<file path="config.mk">
export PLATFORM = sky130hd
export DESIGN_NAME = alu_mc
export DESIGN_NICKNAME = d
export VERILOG_FILES = /design/src/rtl/alu_pkg.sv /design/src/rtl/alu_addsub.sv /design/src/rtl/alu_mc.sv
export SDC_FILE = /design/constraint.sdc
export NUM_CORES = 1
export LEC_CHECK = 0
export ABC_AREA = 1
export CAP_MARGIN = 20
export CORE_ASPECT_RATIO = 1.75
export CORE_MARGIN = 4
export CORE_UTILIZATION = 51
export CTS_CLUSTER_DIAMETER = 40
export DETAILED_ROUTE_END_ITERATION = 8
export GPL_ROUTABILITY_DRIVEN = 0
export GPL_TIMING_DRIVEN = 1
export HOLD_SLACK_MARGIN = 0.05
export PLACE_DENSITY = 0.74
export SKIP_LAST_GASP = 1
export SLEW_MARGIN = 15
export SYNTH_ARGS = -nofsm -noshare
export SYNTH_HDL_FRONTEND = slang
export SYNTH_SLANG_ARGS = --single-unit
</file>
<file path="constraint.sdc">
create_clock -name clk -period 8.95 [get_ports clk]
set_input_delay 1.3425 -clock clk [delete_from_list [all_inputs] [get_ports clk]]
set_output_delay 1.3425 -clock clk [all_outputs]
set_load 0.1 [all_outputs]
</file>
<file path="src/rtl/alu_pkg.sv">
// Shared types for the multi-cycle ALU: opcodes, controller states and NZCV bit positions.
package alu_pkg;

    typedef enum logic [2:0] {
        OP_ADD = 3'd0,
        OP_SUB = 3'd1,
        OP_AND = 3'd2,
        OP_OR  = 3'd3,
        OP_SLL = 3'd4,
        OP_SRL = 3'd5,
        OP_SRA = 3'd6,
        OP_MUL = 3'd7
    } alu_op_t;

    typedef enum logic [1:0] {
        IDLE = 2'd0,
        BUSY = 2'd1,
        DONE = 2'd2
    } state_t;

    localparam int FLAG_N = 3;
    localparam int FLAG_Z = 2;
    localparam int FLAG_C = 1;
    localparam int FLAG_V = 0;

endpackage

</file>
<file path="src/rtl/alu_addsub.sv">
// Combinational WIDTH-bit adder/subtractor with carry-out and signed-overflow outputs.
module alu_addsub #(
    parameter int WIDTH = 32
) (
    input  logic [WIDTH-1:0] i_a,
    input  logic [WIDTH-1:0] i_b,
    input  logic             i_sub,
    output logic [WIDTH-1:0] o_sum,
    output logic             o_c,
    output logic             o_v
);

    logic [WIDTH-1:0] w_bx;
    logic [WIDTH:0]   w_full;

    // Subtraction is a + ~b + 1, so C=1 means no borrow.
    assign w_bx   = i_sub ? ~i_b : i_b;
    assign w_full = {1'b0, i_a} + {1'b0, w_bx} + {{WIDTH{1'b0}}, i_sub};
    assign o_sum  = w_full[WIDTH-1:0];
    assign o_c    = w_full[WIDTH];
    assign o_v    = (i_a[WIDTH-1] == w_bx[WIDTH-1]) && (o_sum[WIDTH-1] != i_a[WIDTH-1]);

endmodule

</file>
<file path="src/rtl/alu_mc.sv">
// Multi-cycle integer ALU: single-cycle logic/arith, iterative shifts, shift-add multiply,
// valid/ready handshakes and an architectural NZCV register committed on result handshake.
module alu_mc
    import alu_pkg::*;
#(
    parameter int WIDTH = 32
) (
    input  logic             clk,
    input  logic             rst,
    input  logic             in_valid,
    output logic             in_ready,
    input  logic [2:0]       op,
    input  logic [WIDTH-1:0] a,
    input  logic [WIDTH-1:0] b,
    input  logic [WIDTH-1:0] imm,
    input  logic             alu_src,
    input  logic             set_flags,
    output logic             out_valid,
    input  logic             out_ready,
    output logic [WIDTH-1:0] y,
    output logic [3:0]       flags
);

    localparam int SHW   = $clog2(WIDTH);
    localparam int CNT_W = SHW + 1;

    state_t             r_state;
    alu_op_t            r_op;
    logic               r_setf;
    logic [WIDTH-1:0]   r_y;
    logic [WIDTH-1:0]   r_mcand;
    logic [WIDTH-1:0]   r_mplier;
    logic [CNT_W-1:0]   r_cnt;
    logic               r_c;
    logic               r_v;
    logic [3:0]         r_flags;

    alu_op_t            w_op;
    logic [WIDTH-1:0]   w_bo;
    logic [SHW-1:0]     w_amt;
    logic [WIDTH-1:0]   w_sum;
    logic               w_c;
    logic               w_v;
    logic [WIDTH:0]     w_sh_a;
    logic [WIDTH:0]     w_sh_y;

    // One-bit shift step; the top bit of the result is the bit shifted out.
    function automatic logic [WIDTH:0] shift1(input alu_op_t f_op, input logic [WIDTH-1:0] f_v);
        case (f_op)
            OP_SLL:  return {f_v, 1'b0};
            OP_SRA:  return {f_v[0], f_v[WIDTH-1], f_v[WIDTH-1:1]};
            default: return {f_v[0], 1'b0, f_v[WIDTH-1:1]};
        endcase
    endfunction

    assign w_op   = alu_op_t'(op);
    assign w_bo   = alu_src ? imm : b;
    assign w_amt  = w_bo[SHW-1:0];
    assign w_sh_a = shift1(w_op, a);
    assign w_sh_y = shift1(r_op, r_y);

    alu_addsub #(.WIDTH(WIDTH)) u_addsub (
        .i_a   (a),
        .i_b   (w_bo),
        .i_sub (w_op == OP_SUB),
        .o_sum (w_sum),
        .o_c   (w_c),
        .o_v   (w_v)
    );

    assign in_ready  = (r_state == IDLE);
    assign out_valid = (r_state == DONE);
    assign y         = r_y;
    assign flags     = r_flags;

    always_ff @(posedge clk or posedge rst) begin
        if (rst) begin
            r_state  <= IDLE;
            r_op     <= OP_ADD;
            r_setf   <= 1'b0;
            r_y      <= '0;
            r_mcand  <= '0;
            r_mplier <= '0;
            r_cnt    <= '0;
            r_c      <= 1'b0;
            r_v      <= 1'b0;
            r_flags  <= 4'b0000;
        end else begin
            case (r_state)
                IDLE: begin
                    if (in_valid) begin
                        r_op   <= w_op;
                        r_setf <= set_flags;
                        r_c    <= 1'b0;
                        r_v    <= 1'b0;
                        case (w_op)
                            OP_ADD, OP_SUB: begin
                                r_y     <= w_sum;
                                r_c     <= w_c;
                                r_v     <= w_v;
                                r_state <= DONE;
                            end
                            OP_AND: begin
                                r_y     <= a & w_bo;
                                r_state <= DONE;
                            end
                            OP_OR: begin
                                r_y     <= a | w_bo;
                                r_state <= DONE;
                            end
                            OP_MUL: begin
                                r_y      <= '0;
                                r_mcand  <= a;
                                r_mplier <= w_bo;
                                r_cnt    <= CNT_W'(WIDTH);
                                r_state  <= BUSY;
                            end
                            default: begin
                                // The first shift step happens on accept so a shift by k takes k cycles.
                                r_cnt <= {1'b0, w_amt};
                                if (w_amt == '0) begin
                                    r_y     <= a;
                                    r_state <= DONE;
                                end else begin
                                    r_y     <= w_sh_a[WIDTH-1:0];
                                    r_c     <= w_sh_a[WIDTH];
                                    r_state <= (w_amt == SHW'(1)) ? DONE : BUSY;
                                end
                            end
                        endcase
                    end
                end
                BUSY: begin
                    r_cnt <= r_cnt - CNT_W'(1);
                    if (r_op == OP_MUL) begin
                        if (r_mplier[0]) begin
                            r_y <= r_y + r_mcand;
                        end
                        r_mcand  <= {r_mcand[WIDTH-2:0], 1'b0};
                        r_mplier <= {1'b0, r_mplier[WIDTH-1:1]};
                        if (r_cnt == CNT_W'(1)) begin
                            r_state <= DONE;
                        end
                    end else begin
                        r_y <= w_sh_y[WIDTH-1:0];
                        r_c <= w_sh_y[WIDTH];
                        if (r_cnt == CNT_W'(2)) begin
                            r_state <= DONE;
                        end
                    end
                end
                DONE: begin
                    if (out_ready) begin
                        r_state <= IDLE;
                        if (r_setf) begin
                            r_flags[FLAG_N] <= r_y[WIDTH-1];
                            r_flags[FLAG_Z] <= (r_y == '0);
                            r_flags[FLAG_C] <= r_c;
                            r_flags[FLAG_V] <= r_v;
                        end
                    end
                end
                default: r_state <= IDLE;
            endcase
        end
    end

endmodule

</file>
==> results.ini <==
[flow_run]
drv_cap = 0

[hold_path]
hold_path_end = r_mplier[30]$_DFFE_PP0P_
whs_path_depth = 1
hold_path.class = register to register
min-delay-start = r_mplier[30]$_DFFE_PP0P_

[cts]
cts_max_level = 4
cts_tree = done
cts-root-buf = clkbuf_16
post-cts-setup-buffer-count = 0
hold_buffers = 0
postCtsResizedCells = 0
numClockSinks = 114
clk_pin_slew_ps = 50
insertion_delay_ps = 440
numCtsBuffers = 17
max-clock-path-buffers = 2

[synthesis]
avgSynthCellArea_um2 = 6.11
ys_ff_latch = 114
synth_commonest_cells = 615 x nand2_1, 244 x inv_1, 197 x o21ai_0
netlist_area_um2 = 12500
ys_warn_count = 0
syn-num-nets = 2236
ys.flop_type = dfrtp_1
yosysTopAreaCell = dfrtp_1
synth_edf_count = 0
synth_cells = 2054
yosysUniqueCellTypes = 52
synth_area_leaders = dfrtp_1 23%, nand2_1 18%, o21ai_0 7.9%, ha_1 7.5%, inv_1 7.3%
yosys.area.top_type_share = 0.227
yosys.cell_count.top_type = nand2_1
async_reset_ff_frac = 1.00
seq_area_frac_synth = 0.227

[drt]
vias = 14800
drtPass1Iterations = 6
drc = 0
routed_wl_um = 46000
drt_iter0_markers = 1397
wl_per_cell_um = 18.6
viasPerCell = 5.99
ant_nets = 0

[place]
port_buffers = 142
dp_hpwl_um = 35700

[global_routing]
grt_pass1_vias = 14300
grt_max_degree = 97
grt_first_pass_wirelength_um = 72800
antenna_found_initial = 0
groute.usage.overall = 0.332
top_usage_layer = met2
use_met2 = 0.566
gr-total-overflow = 0
gr-usage-met3 = 0.0398
use_met1 = 0.386

[cells_and_area]
n_antenna_cell = 0
drive_gt1_frac = 0.0343
fin_nets = 2329
fin_util = 0.613
area_growth_pct = 17.8

[pwr]
p_per_area_nw_per_um2 = 367
ir_drop_mv = 0.220
leakage_uw = 0.00705

[worst_setup_path]
crit_path_end_kind = register
worstPathRequired_ps = 9330
r2r-start = y[0]$_DFFE_PP0P_
worstPathMaxFanout = 33
cp-start-kind = primary input
rr_worst_depth = 15
arrival_ps = 5220
crit_type = primary input to register
rr_endpoint = y[30]$_DFFE_PP0P_
ff2ff_setup_slack_ps = 5880

[timing]
period_share = 0.541
rsz0062_at_grt = false
setup_tns_ps = 0
whs_ps = 482
skew_ps = 10.3
relSlewSlack = 0.318
setup_viol = 0
worst-slew-pin-transition_ps = 1020
period_needed_ps = 4840
slew_viol_final = 0
fmax_mhz = 206
hold_viol = 0

[floorplanning]
initial_core_util = 0.520
core_region_area_um2 = 24100
die_h_um = 216
die_area_um2 = 27300
die_x_um = 127
ios = 143
rows = 75

[outcome]
status = completed

-- registers in the layout, summed over array words and instances (netlist names), 2 cells and up --
register	flops
flags	4
r_cnt	6
r_mcand	32
r_mplier	32
r_op	3
r_state	2
y	32
-- critical path, cell delays in order --
cell and delay, ps:
clkdlybuf4s50_1 690, inv_2 120, nand3_2 90, buf_4 460
xnor2_1 190, ha_1 350, a21oi_1 420, inv_1 80
nor2_1 170, nand2_1 200, nand2_1 110, nand2_1 150
nand3b_1 210, nand2_1 80, nand2_1 60, nand3_1 110
nand3b_1 170, nand3_1 90, nand2_1 80
-- stage by stage --
stage	cell area (µm²)	cells	worst slack [ps]	power, µW
after floorplan	12500	2054	4590	3700
after global placement	14200	2436	3950	4570
after detailed placement	14200	2436	3850	4620
after CTS	14800	2467	4300	5370
after global routing	14800	2467	3980	5850
final	14800	2467	4110	5430
-- metal layers --
layer | vias to the layer above | routed length (µm)
li1 | 7058 | -
met1 | 6626 | 16600
met2 | 848 | 22200
met3 | 238 | 3690
met4 | 0 | 3550
met5 | - | 0
-- how the worst max path moves through the flow --
stage / startpoint / end / slack, ps / cells past startpoint
2_1_floorplan: rst / flags[0]$_DFFE_PP0P_ / 4590 / 1
3_3_place_gp: op[2] / y[28]$_DFFE_PP0P_ / 3950 / 21
3_5_place_dp: op[2] / y[28]$_DFFE_PP0P_ / 3850 / 21
4_1_cts: op[2] / y[28]$_DFFE_PP0P_ / 4300 / 21
5_1_grt: alu_src / y[28]$_DFFE_PP0P_ / 3980 / 19
6_report: op[2] / y[28]$_DFFE_PP0P_ / 4110 / 19
-- logic make-up (layout without fill, tap and decap cells) --
kind of cell	Yosys count	after routing	share of synthesized area
flops	114	114	0.227
buf+inv	336	441	0.104
xor+xnor	43	43	0.0300
mux	3	3	0.00249
simple gates	967	967	0.324
compound gates	514	514	0.235
fa+ha+maj	77	77	0.0780
-- area by class of cell --
class,count,area (µm²)
Fill cell,2318,9340
Clock buffer,20,457
Tap cell,308,385
Timing Repair Buffer,159,1550
Inverter,251,947
Multi-Input combinational cell,1604,8430
Clock inverter,11,160
Sequential cell,114,2850
-- where the power goes --
group	leakage, µW	switching [µW]	total (µW)	internal, µW
Clock	0.000301	255	730	475
Combinational	0.00537	2590	3690	1100
Sequential	0.00138	225	1010	783
Total	0.00705	3070	5430	2360
-- layout by cell type (no fill, tap or decap), types with 51 or more instances in the layout --
cell type          n
nand2_1          614
inv_1            243
o21ai_0          197
a21oi_1          148
clkdlybuf4s50_1  142
nand3_1          137
nor2_1           124
dfrtp_1          114
ha_1              75
o211ai_1          51
(Power assumes the default switching activity.)
